$ cat src/rtl/vga_timing_pkg.sv
// rtl/vga_timing_pkg.sv - default 640x480 raster constants and shared timing types
package vga_timing_pkg;

  localparam int H_VISIBLE_DEF = 640;
  localparam int H_FP_DEF      = 16;
  localparam int H_SYNC_DEF    = 96;
  localparam int H_BP_DEF      = 48;
  localparam int V_VISIBLE_DEF = 480;
  localparam int V_FP_DEF      = 10;
  localparam int V_SYNC_DEF    = 2;
  localparam int V_BP_DEF      = 33;

  localparam int H_TOTAL_DEF      = H_VISIBLE_DEF + H_FP_DEF + H_SYNC_DEF + H_BP_DEF;
  localparam int V_TOTAL_DEF      = V_VISIBLE_DEF + V_FP_DEF + V_SYNC_DEF + V_BP_DEF;
  localparam int H_SYNC_START_DEF = H_VISIBLE_DEF + H_FP_DEF;
  localparam int H_SYNC_END_DEF   = H_SYNC_START_DEF + H_SYNC_DEF;
  localparam int V_SYNC_START_DEF = V_VISIBLE_DEF + V_FP_DEF;
  localparam int V_SYNC_END_DEF   = V_SYNC_START_DEF + V_SYNC_DEF;

  typedef logic [9:0] coord_t;

  // Bit order {hs, vs, blank} is what the delay line carries.
  typedef struct packed {
    logic hs;
    logic vs;
    logic blank;
  } sync_terms_t;

  // Idle raster state: both syncs inactive (high), output blanked.
  localparam sync_terms_t SYNC_TERMS_RST = '{hs: 1'b1, vs: 1'b1, blank: 1'b0};

  // Half-open interval test [lo, hi).
  function automatic logic in_span(input coord_t v, input coord_t lo, input coord_t hi);
    return (v >= lo) && (v < hi);
  endfunction

endpackage

$ cat src/rtl/sync_delay_line.sv
// rtl/sync_delay_line.sv - enable-gated shift register that realigns sync/blank with downstream RGB
module sync_delay_line #(
  parameter int               WIDTH   = 3,
  parameter int               DEPTH   = 1,
  parameter logic [WIDTH-1:0] RST_VAL = '0
) (
  input  logic             clk,
  input  logic             rst,
  input  logic             en,
  input  logic [WIDTH-1:0] d,
  output logic [WIDTH-1:0] q
);

  if (DEPTH == 0) begin : g_wire
    logic unused_ctrl;
    assign unused_ctrl = clk ^ rst ^ en;
    assign q = d;
  end else begin : g_pipe
    logic [WIDTH-1:0] stage [DEPTH];

    // Shift one stage per pixel; reset clears every stage at once.
    always_ff @(posedge clk or posedge rst) begin
      if (rst) begin
        for (int i = 0; i < DEPTH; i++) stage[i] <= RST_VAL;
      end else if (en) begin
        stage[0] <= d;
        for (int i = 1; i < DEPTH; i++) stage[i] <= stage[i-1];
      end
    end

    assign q = stage[DEPTH-1];
  end

endmodule

$ cat src/rtl/vga_timing_gen.sv
// rtl/vga_timing_gen.sv - VGA raster timing: pixel strobe, pixel clock, scan counters, sync/blank
module vga_timing_gen
  import vga_timing_pkg::*;
#(
  parameter int H_VISIBLE = H_VISIBLE_DEF,
  parameter int H_FP      = H_FP_DEF,
  parameter int H_SYNC    = H_SYNC_DEF,
  parameter int H_BP      = H_BP_DEF,
  parameter int V_VISIBLE = V_VISIBLE_DEF,
  parameter int V_FP      = V_FP_DEF,
  parameter int V_SYNC    = V_SYNC_DEF,
  parameter int V_BP      = V_BP_DEF,
  parameter int CLK_DIV   = 2,
  parameter int PIPE_DLY  = 1
) (
  input  logic   Clk,
  input  logic   Reset,
  output logic   pixel_ce,
  output logic   VGA_Clk,
  output logic   hs,
  output logic   vs,
  output logic   blank,
  output logic   sync,
  output coord_t DrawX,
  output coord_t DrawY,
  output logic   frame_end
);

  localparam int H_TOTAL = H_VISIBLE + H_FP + H_SYNC + H_BP;
  localparam int V_TOTAL = V_VISIBLE + V_FP + V_SYNC + V_BP;

  localparam coord_t H_LAST   = coord_t'(H_TOTAL - 1);
  localparam coord_t V_LAST   = coord_t'(V_TOTAL - 1);
  localparam coord_t H_VIS    = coord_t'(H_VISIBLE);
  localparam coord_t V_VIS    = coord_t'(V_VISIBLE);
  localparam coord_t HS_START = coord_t'(H_VISIBLE + H_FP);
  localparam coord_t HS_END   = coord_t'(H_VISIBLE + H_FP + H_SYNC);
  localparam coord_t VS_START = coord_t'(V_VISIBLE + V_FP);
  localparam coord_t VS_END   = coord_t'(V_VISIBLE + V_FP + V_SYNC);

  localparam int               DIV_W    = (CLK_DIV > 2) ? $clog2(CLK_DIV) : 1;
  localparam logic [DIV_W-1:0] DIV_LAST = DIV_W'(CLK_DIV - 1);
  localparam logic [DIV_W-1:0] DIV_HALF = DIV_W'(CLK_DIV / 2);

  if (CLK_DIV < 2) begin : g_bad_clk_div
    $error("vga_timing_gen: CLK_DIV must be at least 2");
  end
  if (PIPE_DLY < 0 || PIPE_DLY > 4) begin : g_bad_pipe_dly
    $error("vga_timing_gen: PIPE_DLY must be in 0..4");
  end
  if (H_TOTAL > 1024 || V_TOTAL > 1024) begin : g_bad_geometry
    $error("vga_timing_gen: raster totals must fit 10-bit counters");
  end

  logic [DIV_W-1:0] div_cnt;
  coord_t           x_next;
  coord_t           y_next;
  sync_terms_t      terms_next;
  sync_terms_t      terms_q;
  sync_terms_t      terms_dly;

  // Clock divider: free-running 0..CLK_DIV-1 count, both pixel strobe and pixel clock decode from it.
  always_ff @(posedge Clk or posedge Reset) begin
    if (Reset) begin
      div_cnt <= '0;
    end else if (div_cnt == DIV_LAST) begin
      div_cnt <= '0;
    end else begin
      div_cnt <= div_cnt + DIV_W'(1);
    end
  end

  assign pixel_ce = (div_cnt == DIV_LAST);
  assign VGA_Clk  = (div_cnt >= DIV_HALF);

  // Next scan position: column wraps at end of line and carries into the line count.
  always_comb begin
    x_next = DrawX + 10'd1;
    y_next = DrawY;
    if (DrawX == H_LAST) begin
      x_next = '0;
      y_next = (DrawY == V_LAST) ? '0 : DrawY + 10'd1;
    end
  end

  // Terms are decoded from the next position so that, once registered, they line up with DrawX/DrawY.
  always_comb begin
    terms_next       = SYNC_TERMS_RST;
    terms_next.hs    = !in_span(x_next, HS_START, HS_END);
    terms_next.vs    = !in_span(y_next, VS_START, VS_END);
    terms_next.blank = (x_next < H_VIS) && (y_next < V_VIS);
  end

  // Scan counters and their aligned sync/blank terms advance once per pixel.
  always_ff @(posedge Clk or posedge Reset) begin
    if (Reset) begin
      DrawX   <= '0;
      DrawY   <= '0;
      terms_q <= SYNC_TERMS_RST;
    end else if (pixel_ce) begin
      DrawX   <= x_next;
      DrawY   <= y_next;
      terms_q <= terms_next;
    end
  end

  sync_delay_line #(
    .WIDTH   (3),
    .DEPTH   (PIPE_DLY),
    .RST_VAL (SYNC_TERMS_RST)
  ) u_sync_delay_line (
    .clk (Clk),
    .rst (Reset),
    .en  (pixel_ce),
    .d   (terms_q),
    .q   (terms_dly)
  );

  assign hs        = terms_dly.hs;
  assign vs        = terms_dly.vs;
  assign blank     = terms_dly.blank;
  assign sync      = 1'b0;
  assign frame_end = pixel_ce && (DrawX == H_LAST) && (DrawY == V_LAST);

endmodule

$ cat config.mk
export PLATFORM = sky130hd
export DESIGN_NAME = vga_timing_gen
export DESIGN_NICKNAME = d
export VERILOG_FILES = /design/src/rtl/vga_timing_pkg.sv /design/src/rtl/sync_delay_line.sv /design/src/rtl/vga_timing_gen.sv
export SDC_FILE = /design/constraint.sdc
export NUM_CORES = 1
export LEC_CHECK = 0
export CORE_ASPECT_RATIO = 1.25
export CORE_MARGIN = 3
export CORE_UTILIZATION = 47
export DETAILED_ROUTE_END_ITERATION = 8
export GPL_TIMING_DRIVEN = 0
export MAX_ROUTING_LAYER = met4
export PLACE_DENSITY = 0.67
export RECOVER_POWER = 100
export SLEW_MARGIN = 10
export SYNTH_ARGS = -nofsm -noshare
export SYNTH_HDL_FRONTEND = slang
export SYNTH_HIERARCHICAL = 1
export SYNTH_SLANG_ARGS = --single-unit
$ cat constraint.sdc
create_clock -name Clk -period 3.6 [get_ports Clk]
set_clock_uncertainty 0.15 [all_clocks]
set_input_delay 0.36 -clock Clk [delete_from_list [all_inputs] [get_ports Clk]]
set_output_delay 0.36 -clock Clk [all_outputs]
set_load 0.005 [all_outputs]
## Word-level counts from Yosys, hierarchy flattened

Index checks and enable logic that the tools add are counted.

| cells by class | value |
|---|---|
| add/sub/neg operators | 3 |
| magnitude comparators | 7 |
| eq/ne operators | 2 |
| mux-type cells | 4 |
| reductions and logical operators | 7 |

Operator list:

| operator | number |
|---|---|
| $mux W10 | 3 |
| $add A10 B1 Y10 const B | 2 |
| $eq A10 B10 Y1 const B | 2 |
| $lt A10 B10 Y1 const B | 2 |
| $lt A10 B9 Y1 const B | 2 |
| $ge A10 B10 Y1 const B | 1 |
| $ge A10 B9 Y1 const B | 1 |
| $logic_and A1 B1 Y1 | 5 |
| $logic_not A1 Y1 | 2 |
| $add A1 B1 Y1 const B | 1 |
| $ge A1 B1 Y1 const B | 1 |
| $mux W1 | 1 |

| word-level totals | value |
|---|---|
| bits in registers | 27 |
| input bits | 2 |
| output and inout bits | 27 |
| word-level logic and storage cells | 30 |

## Depth between registers and ports, before layout

| logic depth | value |
|---|---|
| depth in word-level cells | 6 |
| mapped depth | 8 |
| depth with buffers taken out | 7 |

## Cells and area by module

Netlist, hierarchy kept.

Modules (own cells, without submodules):

| module | instances | cells each | area an instance (µm²) |
|---|---|---|---|
| vga_timing_gen | 1 | 193 | 1765.4 |
| sync_delay_line | 1 | 7 | 115.1 |

## Least setup slack after synthesis

No wires, ideal clock.

| timing | value |
|---|---|
| path type | reg-to-reg |
| from | register DrawX[0] |
| to | register terms_q[1] (netlist bit) |
| arrival time | 1859 ps |
| required time | 3363 ps |
| setup slack | 1504 ps |
| cell stages (with the launch flop) | 9 |
| buffers on the path | 2 |
| cells stage by stage | dfrtp_1 > ha_1 > and4_4 > buf_6 > and3_1 > buf_6 > or3_1 > a32oi_1 > a31oi_1 |

| on the way | value |
|---|---|
| longest elaborated chain between the ends | 5 |
| elaborated cells between the ends (all ways) | 6 |

Ends and longest elaborated chain:

| item | line | text |
|---|---|---|
| from (decl) | vga_timing_gen.sv:24 | `output coord_t DrawX,` |
| from (signal assigned) | vga_timing_gen.sv:101 | `DrawX <= x_next;` |
| $eq A10 B10 Y1 * | vga_timing_gen.sv:80 | `if (DrawX == H_LAST) begin` |
| $mux W10 * | vga_timing_gen.sv:80 |  |
| $ge A10 B9 Y1 or $lt A10 B9 Y1 (tied branches) | vga_timing_pkg.sv:34 | `return (v >= lo) && (v < hi);` |
| $logic_and A1 B1 Y1 * | vga_timing_pkg.sv:34 |  |
| $logic_not A1 Y1 * | vga_timing_gen.sv:90 | `terms_next.vs = !in_span(y_next, VS_START, VS_END);` |
| to (signal assigned) | vga_timing_gen.sv:103 | `terms_q <= terms_next;` |
| to (decl) | vga_timing_gen.sv:59 | `sync_terms_t terms_q;` |

Mark *: on every way between the ends. The rest lies on a longest branch, timed or not.
A chain may end at the register's enable or synchronous reset.

## Worst setup path after layout

| timing | value |
|---|---|
| from | register DrawX[0] |
| to | output port frame_end |

| on the way | value |
|---|---|
| longest elaborated chain between the ends | 3 |

Ends and longest elaborated chain:

| item | line | text |
|---|---|---|
| $eq A10 B10 Y1 | vga_timing_gen.sv:123 | `assign frame_end = pixel_ce && (DrawX == H_LAST) && (DrawY == V_LAST);` |
| $logic_and A1 B1 Y1 (2 in series) | vga_timing_gen.sv:123 |  |
| to (decl) | vga_timing_gen.sv:26 | `output logic frame_end` |

Every way passes these cells.

==> reports/metrics.cfg <==
[clocking]
cts_buffers=3
cts_hold_buf=0
htree_num_levels=1
cts-root-buf=clkbuf_8
cts.repair.resized=0
cts_tree=built
clk_path_buf_depth=2
clk_latency_ps=280
cts_sinks=27
clk_pin_slew_ps=100
cts_setup_buffers=0

[synthesis]
syn_inst=200
netlist_top_cells_area=dfrtp_1 (31%), dfstp_2 (5.6%), o21ai_0 (4.3%)
syn_area_um2=1880
yosysMostFrequentCell=dfrtp_1
async_flop_share_pct=100
yosysTopAreaCell=dfrtp_1
synth.distinct_cells=60
syn_avg_cell_area_um2=9.40
synth_top_flop_cell=dfrtp_1
synth_top_area_share_pct=30.6
synth_edf_count=0
seq_area_frac_synth_pct=36.2
ys_seq_elements=27
yosys_warnings=6
synth_nets=206
synthTopCellsByCount=dfrtp_1 (23), o21ai_0 (16), nand2_1 (15), nor2_1 (12), nor3_1 (11)

[global_route]
grt.busiest_layer=met2
track_usage_pct=20.8
grt_first_pass_wirelength_um=7820
grt_max_degree=25
met3_usage_pct=2.20
antenna_found_initial=0
first_global_vias=1610
gr-usage-met2_pct=36.9
use_met1_pct=23.9
grt_overflow=0

[die]
core-area_um2=3820
rows=25
die_x_um=62.6
start_util_pct=49.3
dieArea_um2=4800
io_pins=29
die_y_um=76.7

[sta]
tightestPinTransition_ps=968
final.period_utilization_pct=84.4
finalSetupTns_ps=0
max_freq_mhz=329
hold_viol_final=0
setup_viol=0
slew_viol_final=0
rsz0062_at_grt=no
min_period_ps=3040
slew_headroom_pct=35.4

[final_layout]
postLayoutCoreUtil_pct=58.2
drive_gt1_share_pct=14.3
fin_nets=238
syn2layout_area_growth_pct=18.0
instances_no_fill=285
n_fill_cell=366
num_antenna_cells=0

[drt]
routedWlPerCell_um=16.3
drcViolationCount=0
first_pass_iters=4
vias=1632
drtIter0Drc=162
via_per_inst=5.73
wl_um=4660
postRouteAntennaNets=0

[worst_setup_path]
rr_startpoint=DrawX[0]
timing.rr.end=DrawY[5]
rrSetupSlack_ps=1080
startpoint=DrawX[0]
end_kind=primary output
cp.arrival_ps=2530
cp.required_ps=3090
r2r_cells=8
critPathMaxFanout=8
cp-start-kind=register
path_class=register to primary output

[job]
maxCapViolCount=0

[power_and_ir_drop]
vdd_drop_max_mv=0.124
power_leakage_nw=0.861
p_per_area_nw_per_um2=221

[placement]
hpwl_um=3610
io_buffers=27
dp_cells=281
gp_congestion=0.922

[run_status]
status=complete, no violations

[min_path]
hp-class=primary input to async pin

-- cells by family after synthesis --
kind of cell / Yosys count / share of synthesized area, %
and+or+nand+nor: 85 / 28.4
AOI/OAI and AO/OA: 47 / 18.4
DFF: 27 / 36.2
buffers and inverters: 23 / 7.32
xor gates and xnor gates: 7 / 3.26
muxes: 6 / 3.53
adders and majority gates: 4 / 2.66
other: 1 / 0.199
-- area by class of cell --
cell class | count | area (um2) | area share [%]
plain buffers | 13 | 92.6 | 4.17
flip-flops and latches | 27 | 681 | 30.7
inverters | 10 | 37.5 | 1.69
clock buffers | 3 | 41.3 | 1.86
multi-input cells | 150 | 1020 | 46.1
well taps | 54 | 67.6 | 3.04
repair buffers | 27 | 270 | 12.2
clock inverters | 1 | 7.51 | 0.338
-- layout by cell type, fill, tap and decap left out, types with 6 or more instances in the layout --
master	Yosys	layout
dlygate4sd3_1	0	26
dfrtp_1	23	23
nand2_1	15	16
o21ai_0	16	16
nor3_1	11	13
nor2_1	12	12
nand3_1	9	10
inv_1	9	9
nand4_1	7	7
a21oi_1	6	6
-- worst max path at each step --
stage,end,slack [ps],cells past startpoint
2_1_floorplan,terms_q[1],1500,8
3_3_place_gp,frame_end,1150,6
6_report,frame_end,560,6
4_1_cts,frame_end,820,6
3_5_place_dp,frame_end,1150,6
5_1_grt,frame_end,470,6
-- stage by stage --
| step | power (mW) | worst slack, ps | hold WS [ps] | instance area [um2] |
|---|---|---|---|---|
| 3_3_place_gp | 0.317 | 1150 | 327 | 2220 |
| 3_5_place_dp | 0.318 | 1150 | 332 | 2220 |
| 4_1_cts | 0.494 | 820 | 116 | 2270 |
| 6_report | 0.489 | 560 | 252 | 2220 |
| 5_1_grt | 0.514 | 468 | 265 | 2220 |
| 2_1_floorplan | 0.315 | 1500 | -37.8 | 1880 |
-- worst max-delay path, cell delays in order, from the launching register on --
cell and delay, ps:
dfrtp_1 490, ha_1 270, and4_2 250, buf_6 130, nand3_1 260, nor3_1 250, dlygate4sd3_1 600
-- power breakdown --
| group | switching, mW | internal, mW | total [mW] | leakage (nW) |
|---|---|---|---|---|
| Combinational | 0.00664 | 0.00156 | 0.00819 | 0.500 |
| Clock | 0.0993 | 0.0787 | 0.178 | 0.0217 |
| Sequential | 0 | 0.303 | 0.303 | 0.339 |
-- flip-flops by register name, summed over array words and instances, names as in the netlist --
name	count
pixel_ce	1
u_sync_delay_line/q	3
DrawX	10
terms_q	3
DrawY	10
-- layer usage --
metal	share of wire [%]	vias to the layer above
li1	-	795
met1	42	785
met2	54	39
met3	2.0	13
met4	2.7	0
met5	0	-
Power figures use the tool's default switching activity.
